<file path="src/rtl/fetch_seq.sv">
// Fetch sequencer: owns the fetch PC, issues instruction reads on the shared memory
// port and tags each one-cycle-late response with its PC for the IF stage latch.
`ifndef SIZE_ADDR
`define SIZE_ADDR 16
`endif

module fetch_seq #(
  parameter logic [`SIZE_ADDR-1:0] P_RESET_PC = '0,
  parameter logic [`SIZE_ADDR-1:0] P_PC_STEP  = `SIZE_ADDR'(1)
) (
  input  logic                  iw_clk,
  input  logic                  iw_rst,
  input  logic                  iw_stall,
  input  logic                  iw_dmem_req,
  input  logic                  iw_branch_taken,
  input  logic [`SIZE_ADDR-1:0] iw_branch_pc,
  input  logic                  iw_halt,
  output logic                  ow_imem_req,
  output logic [`SIZE_ADDR-1:0] ow_imem_addr,
  output logic                  ow_dmem_gnt,
  output logic                  ow_ia_valid,
  output logic [`SIZE_ADDR-1:0] ow_pc,
  output logic                  ow_flush,
  output logic                  ow_halted
);

  typedef enum logic {S_RUN, S_HALTED} state_t;

  state_t                  state_q, state_d;
  logic [`SIZE_ADDR-1:0]   r_fetch_pc;
  logic                    r_resp_vld;
  logic [`SIZE_ADDR-1:0]   r_resp_pc;
  logic                    issue;
  logic [`SIZE_ADDR-1:0]   issue_addr;

  // A taken branch is issued in the same cycle it is signalled, when the port is free
  assign issue      = (state_q == S_RUN) & ~iw_halt & ~iw_stall & ~iw_dmem_req & ~iw_rst;
  assign issue_addr = iw_branch_taken ? iw_branch_pc : r_fetch_pc;

  always_ff @(posedge iw_clk) begin
    if (iw_rst) state_q <= S_RUN;
    else        state_q <= state_d;
  end

  always_comb begin
    state_d = state_q;
    case (state_q)
      S_RUN:    if (iw_halt && !iw_branch_taken) state_d = S_HALTED;
      S_HALTED: if (iw_branch_taken)             state_d = S_RUN;
      default:                                   state_d = S_RUN;
    endcase
  end

  always_comb begin
    ow_imem_req  = issue;
    ow_imem_addr = issue ? issue_addr : '0;
    ow_dmem_gnt  = iw_dmem_req & ~iw_rst;
    ow_ia_valid  = r_resp_vld & ~iw_stall & ~iw_branch_taken & ~iw_rst;
    ow_pc        = ow_ia_valid ? r_resp_pc : '0;
    ow_flush     = iw_rst | iw_branch_taken;
    ow_halted    = (state_q == S_HALTED) & ~iw_rst;
  end

  // Fetch PC precedence: reset > branch > stall rewind > issue increment > hold
  always_ff @(posedge iw_clk) begin
    if (iw_rst) begin
      r_fetch_pc <= P_RESET_PC;
      r_resp_vld <= 1'b0;
    end else begin
      r_resp_vld <= issue;
      if (iw_branch_taken)
        r_fetch_pc <= issue ? iw_branch_pc + P_PC_STEP : iw_branch_pc;
      else if (r_resp_vld && iw_stall)
        r_fetch_pc <= r_resp_pc;
      else if (issue)
        r_fetch_pc <= r_fetch_pc + P_PC_STEP;
    end
  end

  // Response PC is data only; it is qualified by r_resp_vld everywhere it is used
  always_ff @(posedge iw_clk) begin
    if (issue) r_resp_pc <= issue_addr;
  end

endmodule

</file>
<file path="config.mk">
export PLATFORM = sky130hd
export DESIGN_NAME = fetch_seq
export DESIGN_NICKNAME = d
export VERILOG_FILES = /design/src/rtl/fetch_seq.sv
export SDC_FILE = /design/constraint.sdc
export NUM_CORES = 1
export LEC_CHECK = 0
export ABC_AREA = 0
export CAP_MARGIN = 20
export CORE_MARGIN = 2
export CORE_UTILIZATION = 35
export CTS_CLUSTER_SIZE = 8
export DETAILED_ROUTE_END_ITERATION = 10
export DONT_BUFFER_PORTS = 1
export PLACE_DENSITY = 0.59
export RECOVER_POWER = 25
export SKIP_CTS_REPAIR_TIMING = 1
export SYNTH_ARGS = -nofsm -noshare
export SYNTH_HDL_FRONTEND = slang
export SYNTH_SLANG_ARGS = --single-unit
</file>
<file path="constraint.sdc">
create_clock -name iw_clk -period 3.9 [get_ports iw_clk]
set_clock_uncertainty 0.1 [all_clocks]
set_input_delay 0.78 -clock iw_clk [delete_from_list [all_inputs] [get_ports iw_clk]]
set_output_delay 0.78 -clock iw_clk [all_outputs]
set_load 0.005 [all_outputs]
</file>
==> results of run 1 <==
## worst max-delay path: stages
cell and delay (ns):
or4_1 0.64, or2_0 0.48, clkinv_2 0.43, buf_4 0.28
## power by group through the flow
stage               clock, mW  sequential (mW)  combinational (mW)
floorplan                   0            0.411              0.0929
global placement            0            0.419              0.0930
detailed placement          0            0.419              0.0945
CTS                     0.336            0.411              0.0950
global route            0.349            0.415               0.106
finish                  0.329            0.412              0.0940
## final cells by class
cell class | instances | area, µm² | area share (%)
clock inverter | 1 | 30.0 | 1.15
multi-input combinational | 228 | 1500 | 57.2
clock buffer | 7 | 76.3 | 2.91
tap | 96 | 120 | 4.58
inverter | 6 | 23.8 | 0.907
sequential | 34 | 841 | 32.1
timing repair buffer | 4 | 30.0 | 1.15
## flip-flops by register name, indices dropped and copies added (netlist names)
| name | cells |
|---|---|
| r_fetch_pc | 16 |
| state_q | 1 |
| r_resp_pc | 16 |
| r_resp_vld | 1 |
## per-stage QoR
stage / hold WS [ns] / cells / setup WS, ns / power (mW)
after floorplan: 0.366 / 288 / 0.166 / 0.504
after global placement: 0.407 / 368 / 0.547 / 0.512
after detailed placement: 0.411 / 368 / 0.499 / 0.514
after CTS: 0.420 / 376 / 0.494 / 0.842
after global routing: 0.443 / 376 / 0.276 / 0.870
final: 0.424 / 376 / 0.399 / 0.835
## cell families (layout without fill, tap and decap cells)
family | after synthesis | after routing | synth area share [%]
AO/OA/AOI/OAI | 48 | 48 | 14.1
XOR/XNOR | 21 | 21 | 7.52
flip-flops | 34 | 34 | 34.4
multiplexers | 14 | 14 | 6.44
adder cells (fa/ha/maj) | 2 | 2 | 1.02
buffers and inverters | 26 | 18 | 4.60
AND/OR/NAND/NOR | 143 | 143 | 32.0
## worst paths after layout
path	from	endpoint	depth (start not counted)
worst min register to register	state_q$_SDFF_PP0_	state_q$_SDFF_PP0_	2
worst max register to register	state_q$_SDFF_PP0_	r_fetch_pc[4]$_SDFFE_PP0P_	7
worst min-delay path	state_q$_SDFF_PP0_	state_q$_SDFF_PP0_	2
worst max-delay path	iw_stall	ow_imem_req	4
## layer usage
layer  up-vias  global-route usage [%]  part of all wire (%)
li1       1025                       -                     -
met1       979                    26.1                    46
met2        76                    26.3                    44
met3         7                    5.75                   8.6
met4         0                    6.15                   1.1
met5         -                       0                     0
## synth_stat cells, drive strengths merged (2+ instances only)
| cell type | count |
|---|---|
| and4 | 2 |
| xnor2 | 8 |
| nor2b | 3 |
| nand2 | 23 |
| nand4bb | 2 |
| nor4 | 10 |
| and2 | 32 |
| buf | 5 |
| a21oi | 11 |
| nand4 | 7 |
| o21ai | 5 |
| nor2 | 24 |
| clkbuf | 15 |
| or2 | 4 |
| nor3 | 9 |
| a31o | 2 |
| o221ai | 2 |
| a221oi | 2 |
| ha | 2 |
| xor2 | 13 |
| a41oi | 2 |
| nor3b | 2 |
| inv | 5 |
| edfxtp | 16 |
| a31oi | 2 |
| nand3 | 11 |
| or3 | 3 |
| mux2 | 14 |
| o21bai | 2 |
| a211oi | 4 |
| dfxtp | 18 |
| nand3b | 3 |
| o32ai | 2 |
| o22ai | 3 |
| nand2b | 4 |
| o21a | 2 |
| a2111oi | 3 |
==> metrics.md, run 1 <==
| Metric | Value |
|---|---|
| Max Slew Vio Count | `0` |
| # nets final | `303` |
| Root Driver | `clkbuf_8` |
| Commonest non-fill, non-tap cell in the layout | `and2_1` |
| IO Count | `between 50 and 60` |
| Core Rows | `30` |
| Sw frac | `24.3%` |
| Worst setup EP type | `primary output` |
| ANT nets after route | `0` |
| Final hold vios | `0` |
| Leading area contributor after synthesis | `edfxtp_1` |
| Lkg Pwr | `around 0.89 nW` |
| Commonest non-fill, non-tap cells in the layout | `32 x and2_1, 24 x nor2_1, 23 x nand2_1` |
| Pint | `between 0.6 and 0.7 mW` |
| RD Place Congestion | `0.925` |
| Worst Max-Slew Pin Slew | `0.751 ns` |
| Initial antenna violation count | `0` |
| #FFs+latches synth | `34` |
| Fillers | `roughly 710` |
| Synth Area per Inst | `8.50 µm²` |
| Area contributors post-synth | `edfxtp_1 20%, dfxtp_1 15%, and2_1 8.2%` |
| Initial core utilization | `36.0%` |
| Net load switching power | `between 0.2 and 0.25 mW` |
| Syn_nets | `between 300 and 400` |
| RSZ-0062 raised after global routing | `false` |
| Synth cell types | `53` |
| DRT iter0 DRCs | `142` |
| CP Launch Type | `input pin` |
| Final period util | `between 80% and 90%` |
| First-pass GRT wire length | `10900 µm` |
| Max Cap Viol | `0` |
| Top cell type's share of synthesized area | `19.6%` |
| Core area | `0.00679 mm²` |
| Setup violators final | `0` |
| Overall die width | `87.6 µm` |
| Tmin final | `between 3 and 4 ns` |
| Port Buf Inserts | `0` |
| Combinational power share | `11.3%` |
| Routed wire length | `around 6900 µm` |
| Synthesized cell area | `0.00245 mm²` |
| Worst-path clk slew | `around 0.070 ns` |
| Die ar. | `about 0.0077 mm²` |
| Final core utilization | `around two fifths` |
| DP HPWL | `about 5000 µm` |
| Avg WL per Cell | `18.3 µm` |
| Cells after Synth | `288` |
| Asr flop ratio synth | `0%` |
| Setup_tns | `0 ns` |
| Peak supply drop | `approximately 0.17 mV` |
| CTS tree | `built` |
| Sequential area share after synthesis | `between 30% and 40%` |
| Fmax | `286 MHz` |
| Layout cell share with drive strength beyond 1 | `11.1%` |
| CP required | `3.02 ns` |
| Synth warn | `0` |
| Largest net degree at the start of global routing | `50` |
| WP data arrival | `~2.6 ns` |
| Worst relative slew slack | `around 49%` |
| Min-delay worst type | `flip-flop to flip-flop` |
| R2r setup slk | `0.94 ns` |
| CTS Sinks | `34` |
| All-Layer GR Usage | `between 10% and 20%` |
| Syn-to-layout area delta | `7.06%` |
| H-tree Lvls | `2` |
| Crit-path max FO | `31` |
| Clk Latency, worst-skew pair | `0.29 ns` |
| Vias in the first global route | `2015` |
| Vias/cell | `roughly 5.6` |
| Clock share of power | `between 30% and 40%` |
| Inserted Diodes | `0` |
| Grt total ovfl | `0` |
| Dpl cell area | `between 0.002 and 0.003 mm²` |
| Die H | `87.6 µm` |
| Seq pwr share | `49.3%` |
| Vias | `2087` |
| P per Cell Area | `319 mW/mm²` |
| Drt drc | `0` |
| Finished Cell Area | `about 0.0026 mm²` |
| Post-synth EDFFs | `16` |
| Status | `finished clean` |
| TritonCTS Buffers | `5` |
| Setup CP Type | `input pin to primary output` |
| Ys flop type | `dfxtp_1` |
| First-pass DRT Iterations | `5` |
| Max Root-Sink Buffers | `2` |
Power figures use the tool's default switching activity.
==> run 2, diff against run 1 <==
--- a/config.mk
+++ b/config.mk
@@ -7,7 +7,6 @@
 export LEC_CHECK = 0
 export ABC_AREA = 0
 export CAP_MARGIN = 20
-export CORE_MARGIN = 2
 export CORE_UTILIZATION = 35
 export CTS_CLUSTER_SIZE = 8
 export DETAILED_ROUTE_END_ITERATION = 10
==> constraint.sdc (replaced) <==
create_clock -name iw_clk -period 3.4 [get_ports iw_clk]
set_clock_uncertainty 0.1 [all_clocks]
set_input_delay 0.68 -clock iw_clk [delete_from_list [all_inputs] [get_ports iw_clk]]
set_output_delay 0.68 -clock iw_clk [all_outputs]
set_load 0.005 [all_outputs]
==> metrics.md, run 2 (synthesized netlist as in run 1, its figures left out) <==
| Metric | Value |
|---|---|
| CTS Sinks | `34 (unchanged)` |
| Pint | `0.670 mW (+6.1%)` |
| Syn-to-layout area delta | `7.06% (unchanged)` |
| Vias/cell | `5.99 (+7.9%)` |
| Core area | `0.00676 mm² (-0.55%)` |
| Commonest non-fill, non-tap cell in the layout | `and2_1` |
| Status | `finished, violations left` |
| Clk Latency, worst-skew pair | `0.29 ns (about the same)` |
| Fmax | `344 MHz` |
| CTS tree | `built` |
| Setup CP Type | `input pin to primary output` |
| Combinational power share | `12.1% (+0.8 points)` |
| RSZ-0062 raised after global routing | `false` |
| Worst relative slew slack | `51.5% (+2.1 points)` |
| Clock share of power | `35.8% (-3.6 points)` |
| Hold WS | `0.356 ns (-0.0676 ns)` |
| Post-route insts no fill | `363 (-3.5%)` |
| P per Cell Area | `347 mW/mm² (+8.8%)` |
| Crit-path max FO | `10 (-68%)` |
| Placed cell count | `355 (-3.5%)` |
| Lkg Pwr | `0.901 nW (+1.5%)` |
| Final period util | `85.5%` |
| Initial core utilization | `36.2% (+0.20 points)` |
| Multi-input logic area | `0.00150 mm² (unchanged)` |
| Min-delay worst type | `input pin to flip-flop` |
| Die H | `85.6 µm (-2.3%)` |
| WP data arrival | `2.13 ns (-0.49 ns)` |
| Port Buf Inserts | `0 (unchanged)` |
| Overall die width | `85.6 µm (-2.3%)` |
| DRT iter0 DRCs | `169 (+19%)` |
| Reg area | `841 µm² (unchanged)` |
| Root Driver | `clkbuf_8` |
| Worst Max-Slew Pin Slew | `0.720 ns (-0.0310 ns)` |
| Worst-path clk slew | `0.07 ns (about the same)` |
| # nets final | `306 (+0.99%)` |
| Commonest non-fill, non-tap cells in the layout | `32 x and2_1, 24 x nor2_1, 23 x nand2_1` |
| Vias | `2175 (+4.2%)` |
| Largest net degree at the start of global routing | `50 (unchanged)` |
| Tmin final | `2.91 ns` |
| RD Place Congestion | `0.913 (-1.3%)` |
| All-Layer GR Usage | `19.5% (+1.1 points)` |
| Drt drc | `3 (+3)` |
| Sw frac | `26.2% (+1.8 points)` |
| Routed wire length | `6840 µm (-0.65%)` |
| TritonCTS Buffers | `5 (unchanged)` |
| Failing checks | `DRC` |
| Avg WL per Cell | `18.9 µm (+2.9%)` |
| Max Root-Sink Buffers | `2 (unchanged)` |
| Layout cell share with drive strength beyond 1 | `12.4% (+1.3 points)` |
| First-pass DRT Iterations | `8 (+3)` |
| Die ar. | `0.00733 mm² (-4.5%)` |
| Top Registers | `r_fetch_pc: 16 flops, r_resp_pc: 16 flops` |
| Seq pwr share | `52.1% (+2.8 points)` |
| Net load switching power | `0.238 mW (+17%)` |
| DP HPWL | `4890 µm (+0.41%)` |
| Initial antenna violation count | `0 (unchanged)` |
| Peak supply drop | `0.138 mV (-18%)` |
| CP Launch Type | `input pin` |
| Max Cap Viol | `0 (unchanged)` |
| Setup_tns | `0 ns (unchanged)` |
| ANT nets after route | `0 (unchanged)` |
| CP required | `2.62 ns (-0.40 ns)` |
| IO Count | `59 (unchanged)` |
| Fillers | `697 (-1.3%)` |
| Setup violators final | `0 (unchanged)` |
| PnR Total Power | `0.908 mW (+8.8%)` |
| Core Rows | `30 (unchanged)` |
| Max Slew Vio Count | `0 (unchanged)` |
| Final hold vios | `0 (unchanged)` |
| First-pass GRT wire length | `11000 µm (+0.95%)` |
| H-tree Lvls | `2 (unchanged)` |
| Vias in the first global route | `2091 (+3.8%)` |
| Inserted Diodes | `0 (unchanged)` |
| Grt total ovfl | `0 (unchanged)` |
| Worst setup EP type | `primary output` |
[run 2: cell types whose count changed in the layout (fill, tap and decap cells not counted)]
cell	before	now
bufinv_16	1	0
buf_12	0	1
clkbuf_8	5	6
clkbuf_1	2	1
clkinv_2	1	2
buf_4	4	6
[run 2: path summary, 6_finish.rpt]
check | from | end | slack (ns) | cells after the start
max | iw_stall | ow_imem_addr[3] | 0.49 | 5
min | iw_rst | r_fetch_pc[12]$_SDFFE_PP0P_ | 0.36 | 1
max reg2reg | state_q$_SDFF_PP0_ | r_fetch_pc[15]$_SDFFE_PP0P_ | 0.95 | 8
min reg2reg | r_fetch_pc[1]$_SDFFE_PP0P_ | r_fetch_pc[1]$_SDFFE_PP0P_ | 0.42 | 2
[run 2: layout make-up]
type                    instances  area share [%]
multi-input cells             228            57.2
well taps                      80            3.82
clock inverters                 1           0.191
repair buffers                  7            2.48
inverters                       6           0.907
flip-flops and latches         34            32.1
clock buffers                   7            3.30
[run 2: worst max-delay path, cell delays in order]
cell and delay (ns):
or4_1 0.65, or2_0 0.29, clkinv_2 0.16, buf_4 0.19, and2_1 0.15
[run 2: per-stage QoR]
step	setup WS, ns	instance area, µm²	utilization [%]
floorplan	0.194	2450	-
global placement	0.531	2530	37.4
detailed placement	0.502	2530	37.4
CTS	0.493	2620	38.8
global route	0.429	2620	38.8
finish	0.493	2620	38.8
[run 2: per-layer routing]
layer	share of wire (%)	vias up	global-route usage, %
met2	43	74	27.7
met5	0	-	0
met4	1.4	0	7.27
met3	7.9	9	5.97
li1	-	1037	-
met1	48	1055	27.6
[run 2: power by group through the flow]
stage | combinational, mW | sequential (mW) | clock (mW)
2_1_floorplan | 0.107 | 0.471 | 0
3_3_place_gp | 0.109 | 0.481 | 0
3_5_place_dp | 0.110 | 0.481 | 0
4_1_cts | 0.111 | 0.472 | 0.331
5_1_grt | 0.124 | 0.476 | 0.346
6_report | 0.110 | 0.473 | 0.325
==> run 3, diff against run 2 <==
--- a/config.mk
+++ b/config.mk
@@ -14,6 +14,7 @@
 export PLACE_DENSITY = 0.59
 export RECOVER_POWER = 25
 export SKIP_CTS_REPAIR_TIMING = 1
+export SKIP_LAST_GASP = 1
 export SYNTH_ARGS = -nofsm -noshare
 export SYNTH_HDL_FRONTEND = slang
 export SYNTH_SLANG_ARGS = --single-unit
==> results of run 3 <==
No change in the layout: final DEF, timing and power equal those of run 2.
